[src/rtl/uart_ctrl_pkg.sv]
// Shared types and default sizing for the UART frame controller, its wrapper and bench.
package uart_ctrl_pkg;

  localparam int unsigned BYTE_W          = 8;
  localparam int unsigned DATA_W_DEF      = 16;
  localparam int unsigned N_IN_DEF        = 17;
  localparam int unsigned N_OUT_DEF       = 32;
  localparam int unsigned ADDR_W_DEF      = 6;
  localparam int unsigned TIMEOUT_CYC_DEF = 250000;

  typedef enum logic [2:0] {
    RX_HI     = 3'd0,
    RX_LO     = 3'd1,
    START     = 3'd2,
    WAIT_DONE = 3'd3,
    RD        = 3'd4,
    RD_WAIT   = 3'd5,
    TX_HI     = 3'd6,
    TX_LO     = 3'd7
  } state_e;

endpackage

[src/rtl/uart_word_assembler.sv]
// Packs received byte pairs (high first) into input-buffer writes.
// UART_RX_TIMEOUT_EN adds an inter-byte timeout that drops a half-received word.
module uart_word_assembler
  import uart_ctrl_pkg::*;
#(
`ifdef UART_RX_TIMEOUT_EN
  parameter int unsigned TIMEOUT_CYC = TIMEOUT_CYC_DEF,
`endif
  parameter int unsigned DATA_W = DATA_W_DEF,
  parameter int unsigned N_IN   = N_IN_DEF,
  parameter int unsigned ADDR_W = ADDR_W_DEF
) (
  input  logic              sysclk,
  input  logic              rst_n,
  input  logic              en_i,
  input  logic              rx_valid_i,
  input  logic [BYTE_W-1:0] rx_data_i,
  output logic              we_o,
  output logic [ADDR_W-1:0] addr_o,
  output logic [DATA_W-1:0] wdata_o,
  output logic              last_o,
  output logic              idle_nxt_c
);

  state_e              phase_q, phase_d;
  logic [BYTE_W-1:0]   hi_q, hi_d;
  logic [ADDR_W-1:0]   wcnt_q, wcnt_d, addr_q, addr_d;
  logic [DATA_W-1:0]   wdata_q, wdata_d;
  logic                we_q, we_d, last_q, last_d;
  logic                rx_take;
  logic                tmo_hit;

  // The cycle after the final write is still "receive" for the top FSM; drop bytes there.
  assign rx_take = en_i && rx_valid_i && !last_q;

`ifdef UART_RX_TIMEOUT_EN
  localparam int unsigned TMO_W = (TIMEOUT_CYC > 1) ? $clog2(TIMEOUT_CYC) : 1;
  logic [TMO_W-1:0] tmo_q;
  logic             tmo_run;

  assign tmo_run = en_i && !last_q && ((phase_q == RX_LO) || (wcnt_q != '0));
  assign tmo_hit = tmo_run && !rx_valid_i && (tmo_q == TMO_W'(TIMEOUT_CYC - 1));

  always_ff @(posedge sysclk or negedge rst_n) begin
    if (!rst_n) begin
      tmo_q <= '0;
    end else if (!tmo_run || rx_valid_i || tmo_hit) begin
      tmo_q <= '0;
    end else begin
      tmo_q <= tmo_q + TMO_W'(1);
    end
  end
`else
  assign tmo_hit = 1'b0;
`endif

  always_comb begin
    phase_d = phase_q;
    hi_d    = hi_q;
    wcnt_d  = wcnt_q;
    addr_d  = addr_q;
    wdata_d = wdata_q;
    we_d    = 1'b0;
    last_d  = 1'b0;
    if (tmo_hit) begin
      phase_d = RX_HI;
      hi_d    = '0;
      wcnt_d  = '0;
    end else if (rx_take) begin
      if (phase_q == RX_LO) begin
        we_d    = 1'b1;
        addr_d  = wcnt_q;
        wdata_d = DATA_W'({hi_q, rx_data_i});
        phase_d = RX_HI;
        if (wcnt_q == ADDR_W'(N_IN - 1)) begin
          wcnt_d = '0;
          last_d = 1'b1;
        end else begin
          wcnt_d = wcnt_q + ADDR_W'(1);
        end
      end else begin
        hi_d    = rx_data_i;
        phase_d = RX_LO;
      end
    end
    idle_nxt_c = (phase_d == RX_HI) && (wcnt_d == '0) && !last_d;
  end

  always_ff @(posedge sysclk or negedge rst_n) begin
    if (!rst_n) begin
      phase_q <= RX_HI;
      hi_q    <= '0;
      wcnt_q  <= '0;
      addr_q  <= '0;
      wdata_q <= '0;
      we_q    <= 1'b0;
      last_q  <= 1'b0;
    end else begin
      phase_q <= phase_d;
      hi_q    <= hi_d;
      wcnt_q  <= wcnt_d;
      addr_q  <= addr_d;
      wdata_q <= wdata_d;
      we_q    <= we_d;
      last_q  <= last_d;
    end
  end

  assign we_o    = we_q;
  assign addr_o  = addr_q;
  assign wdata_o = wdata_q;
  assign last_o  = last_q;

endmodule

[src/rtl/uart_frame_ctrl.sv]
// Frame sequencer: UART RX words -> input buffer, core start/done, result words -> UART TX.
// UART_RX_TIMEOUT_EN enables the inter-byte receive timeout in the word assembler.
module uart_frame_ctrl
  import uart_ctrl_pkg::*;
#(
`ifdef UART_RX_TIMEOUT_EN
  parameter int unsigned TIMEOUT_CYC = TIMEOUT_CYC_DEF,
`endif
  parameter int unsigned DATA_W = DATA_W_DEF,
  parameter int unsigned N_IN   = N_IN_DEF,
  parameter int unsigned N_OUT  = N_OUT_DEF,
  parameter int unsigned ADDR_W = ADDR_W_DEF
) (
  input  logic              sysclk,
  input  logic              rst_n,
  input  logic              rx_valid,
  input  logic [BYTE_W-1:0] rx_data,
  input  logic              tx_ready,
  output logic              tx_valid,
  output logic [BYTE_W-1:0] tx_data,
  output logic              in_we,
  output logic [ADDR_W-1:0] in_addr,
  output logic [DATA_W-1:0] in_wdata,
  output logic              core_start,
  input  logic              core_done,
  output logic              out_re,
  output logic [ADDR_W-1:0] out_addr,
  input  logic [DATA_W-1:0] out_rdata,
  output logic              busy
);

  state_e              state_q, state_d;
  logic [ADDR_W-1:0]   ocnt_q, ocnt_d, out_addr_q, out_addr_d;
  logic [DATA_W-1:0]   word_q, word_d;
  logic [BYTE_W-1:0]   tx_data_q, tx_data_d;
  logic                tx_valid_q, tx_valid_d;
  logic                core_start_q, core_start_d;
  logic                out_re_q, out_re_d;
  logic                busy_q, busy_d;
  logic                frame_done;
  logic                rx_idle_nxt_c;

  // While state_q is RX_HI the assembler owns the high/low byte sub-phase.
  uart_word_assembler #(
`ifdef UART_RX_TIMEOUT_EN
    .TIMEOUT_CYC(TIMEOUT_CYC),
`endif
    .DATA_W(DATA_W),
    .N_IN  (N_IN),
    .ADDR_W(ADDR_W)
  ) u_asm (
    .sysclk    (sysclk),
    .rst_n     (rst_n),
    .en_i      (state_q == RX_HI),
    .rx_valid_i(rx_valid),
    .rx_data_i (rx_data),
    .we_o      (in_we),
    .addr_o    (in_addr),
    .wdata_o   (in_wdata),
    .last_o    (frame_done),
    .idle_nxt_c(rx_idle_nxt_c)
  );

  always_comb begin
    state_d    = state_q;
    ocnt_d     = ocnt_q;
    word_d     = word_q;
    tx_valid_d = 1'b0;
    tx_data_d  = tx_data_q;
    out_addr_d = out_addr_q;
    unique case (state_q)
      RX_HI:     if (frame_done) state_d = START;
      START: begin
        ocnt_d  = '0;
        state_d = WAIT_DONE;
      end
      WAIT_DONE: if (core_done) state_d = RD;
      RD:        state_d = RD_WAIT;
      RD_WAIT: begin
        word_d     = out_rdata;
        tx_data_d  = out_rdata[DATA_W-1 -: BYTE_W];
        tx_valid_d = 1'b1;
        state_d    = TX_HI;
      end
      TX_HI: begin
        tx_valid_d = 1'b1;
        if (tx_valid_q && tx_ready) begin
          tx_data_d = word_q[BYTE_W-1:0];
          state_d   = TX_LO;
        end
      end
      TX_LO: begin
        tx_valid_d = 1'b1;
        if (tx_valid_q && tx_ready) begin
          tx_valid_d = 1'b0;
          if (ocnt_q == ADDR_W'(N_OUT - 1)) begin
            ocnt_d  = '0;
            state_d = RX_HI;
          end else begin
            ocnt_d  = ocnt_q + ADDR_W'(1);
            state_d = RD;
          end
        end
      end
      default:   state_d = RX_HI;
    endcase
    // Strobes are Moore outputs of the next state so they line up with the state cycle.
    core_start_d = (state_d == START);
    out_re_d     = (state_d == RD);
    if (state_d == RD) out_addr_d = ocnt_d;
    busy_d = !((state_d == RX_HI) && rx_idle_nxt_c);
  end

  always_ff @(posedge sysclk or negedge rst_n) begin
    if (!rst_n) begin
      state_q      <= RX_HI;
      ocnt_q       <= '0;
      word_q       <= '0;
      tx_valid_q   <= 1'b0;
      tx_data_q    <= '0;
      core_start_q <= 1'b0;
      out_re_q     <= 1'b0;
      out_addr_q   <= '0;
      busy_q       <= 1'b0;
    end else begin
      state_q      <= state_d;
      ocnt_q       <= ocnt_d;
      word_q       <= word_d;
      tx_valid_q   <= tx_valid_d;
      tx_data_q    <= tx_data_d;
      core_start_q <= core_start_d;
      out_re_q     <= out_re_d;
      out_addr_q   <= out_addr_d;
      busy_q       <= busy_d;
    end
  end

  assign tx_valid   = tx_valid_q;
  assign tx_data    = tx_data_q;
  assign core_start = core_start_q;
  assign out_re     = out_re_q;
  assign out_addr   = out_addr_q;
  assign busy       = busy_q;

endmodule

[config.mk]
export PLATFORM = sky130hd
export DESIGN_NAME = uart_frame_ctrl
export DESIGN_NICKNAME = d
export VERILOG_FILES = /design/src/rtl/uart_ctrl_pkg.sv /design/src/rtl/uart_word_assembler.sv /design/src/rtl/uart_frame_ctrl.sv
export SDC_FILE = /design/constraint.sdc
export NUM_CORES = 1
export LEC_CHECK = 0
export CAP_MARGIN = 20
export CORE_ASPECT_RATIO = 0.7
export CORE_UTILIZATION = 60
export CTS_CLUSTER_SIZE = 14
export DETAILED_ROUTE_END_ITERATION = 16
export DONT_BUFFER_PORTS = 1
export GPL_TIMING_DRIVEN = 0
export PLACE_DENSITY_LB_ADDON = 0.08
export SLEW_MARGIN = 20
export SYNTH_ARGS = -nofsm -noshare
export SYNTH_HDL_FRONTEND = slang
export SYNTH_HIERARCHICAL = 1
export SYNTH_SLANG_ARGS = --single-unit
[constraint.sdc]
create_clock -name sysclk -period 3.6 [get_ports sysclk]
set_clock_uncertainty 0.05 [all_clocks]
set_input_delay 0.72 -clock sysclk [delete_from_list [all_inputs] [get_ports sysclk]]
set_output_delay 0.72 -clock sysclk [all_outputs]
set_load 0.05 [all_outputs]
==> metrics.txt <==
outcome completed; Crit. End Element flip-flop; top cell type's share of synthesized area 57.01%; number of placed instances, taps included 375; synthesized area 0.003336 mm^2; clk buf depth 2; async set-reset flop share out of synthesis 100.0%; CTS Hold Bufs 1; Final min period 2425 ps; Final ANT Viol Nets 0; antenna cell count 0; Starting DRT DRC Count 129; Fmax 412.4 MHz; required time of the critical path 3790 ps; GPL Wtd Cong 0.8411; vias per std cell 5.753; final setup violation count 0; Wirelength per Cell 16.85 um; global-route wire length before repair 11,100 um; predominant post-synthesis flop cell dfrtp_1; Post-Route Setup TNS 0 ps; top cells by area, synth dfrtp_1 57%, nand2_1 8.6%, mux2_2 5.7%; CTS tree done; clk_lat worst skew 360 ps; Die X 91.12 um; Core Rows 22; Critical Path AT 2610 ps; Final period util 67.36%; Critical Path Fanout Max 10; initial antenna violation count 0; final wirelength 6605 um; # resized after CTS 0; area leader, netlist dfrtp_1; Core ar. 0.005285 mm^2; Gate Count Post-Synth 303; Final Hold Fails 0; Slew Limit Headroom 64.35%; Slew Viols, Final 0; EDFF count, synth 0; GRT Resource Usage Total 25.46%; Max Cap Viol 0; P_leak 1.769 nW; Detailed Routing Iterations Pass 1 5; # port buffers 0; initial core utilization 63.12%; nets 347; Sink Count 76; post-CTS setup buffers 0; TritonCTS Buffers 9; fraction of layout cells with a size suffix above 1 19.69%; RSZ-0062 raised after global routing no; peak supply drop 0.5221 mV; sequential area share after synthesis 57.01%; vias in the first global route 2,293; CP Class flip-flop to flip-flop; Reg clk slew, reported paths 80 ps; io pins 70; most frequent cells in the layout 76 x nand2_1, 76 x dfrtp_1, 17 x mux2_2; Via Count 2,255; CTS root buf clkbuf_8; placed inst area 0.003426 mm^2; startpoint types flip-flop; H-tree levels 3; Ys Warns 6; area growth from synthesis to layout 9.752%; PD cells 832.0 mW/mm^2; Post-DP HPWL 4458 um; largest net degree at the start of global routing 77; class of the worst hold path primary input to asynchronous set/reset pin; Synth Net Count 335; fin area 0.003661 mm^2; Layout Cells excl Fill 392; grt ovf 0; Mean Syn Cell Area 11.01 um^2; Tightest Pin Transition 534.7 ps; die area 0.005867 mm^2; drt drc 0; Yosys reg bits 76; Synth cell types 54; die height 64.39 um
final timing paths:
check | start | to | slack (ps) | cells after the start
max in group asynchronous | rst_n | tx_data[7] | 3030 | 1
hold reg to reg | u_asm/hi_q[7] | u_asm/wdata_o[15] | 420 | 2
setup reg to reg | state_q[0] | busy | 1180 | 9
setup / recovery | state_q[0] | busy | 1180 | 9
min in group sysclk | rx_data[1] | u_asm/wdata_o[1] | 410 | 2
hold / removal | rst_n | out_addr[2] | 200 | 1
logic make-up (layout without fill, tap and decap cells):
group,Yosys count,after routing,share of synthesized area [%]
flops,76,76,57.01
simple gates,133,133,20.29
xor+xnor,3,3,0.7878
buf+inv,16,33,2.588
fa+ha+maj,3,3,1.125
mux,31,31,10.28
compound gates,41,41,7.915
per-stage QoR:
step                hold WS (ps)  setup slack (ps)  total power [mW]  util [%]
finish                     202.7              1175             3.046     69.27
global route               219.2             907.3             3.218     69.27
CTS                        203.7              1183             3.068     69.27
detailed placement         377.0              1197             2.368     64.82
global placement           376.7              1227             2.331     64.82
floorplan                  374.4              1537             2.212         -
registers in the layout (all words and copies together) (netlist names), 3 cells and up:
register / cells
ocnt_q: 6
out_addr: 6
state_q: 3
tx_data: 8
u_asm/addr_o: 6
u_asm/hi_q: 8
u_asm/phase_q: 3
u_asm/wcnt_q: 6
u_asm/wdata_o: 16
word_q: 8
critical path: stages, from the launching register on:
cell,delay [ps]
dfrtp_1,380
buf_6,130
buf_4,160
nor3_1,280
nand3b_1,300
nor4_2,380
xnor2_1,210
nand4b_1,150
nor4_2,160
nand3b_1,100
synth_stat cells, drive strengths merged, types with 2 or more instances:
master	instances
nand3b	2
xnor2	2
o31ai	3
nor2b	2
dfrtp	76
a31oi	3
nand3	6
nor3	3
mux2	23
nand2b	2
and2	6
nand2	81
mux2i	8
clkbuf	3
buf	7
nor4	5
nor2	17
o21ai	14
a21oi	15
ha	3
inv	5
metal layers:
metal  part of all wire, %  track usage (%)  wire length (um)  vias up
met1                    47            34.50              3092     1107
met5                     0                0                 0        -
li1                      -                -                 -     1065
met2                    44            36.65              2874       77
met4                   1.0            8.929                67        0
met3                   8.6            11.07               570        6
power breakdown:
part | total [mW] | switching, mW | internal (mW) | leakage (nW)
clock | 0.677 | 0.334 | 0.343 | 0.0955
sequential | 1.64 | 0.562 | 1.08 | 0.977
combinational | 0.727 | 0.388 | 0.339 | 0.697
total | 3.05 | 1.28 | 1.76 | 1.77
area by class of cell:
| type | count | area [um^2] |
|---|---|---|
| flip-flops and latches | 76 | 1902 |
| fillers | 403 | 1624 |
| multi-input cells | 211 | 1348 |
| clock buffers | 10 | 137.6 |
| well taps | 72 | 90.09 |
| clock inverters | 6 | 70.07 |
| plain buffers | 10 | 63.81 |
| repair buffers | 1 | 27.53 |
| inverters | 6 | 22.52 |
No activity file was read; power rests on OpenSTA's default activity.
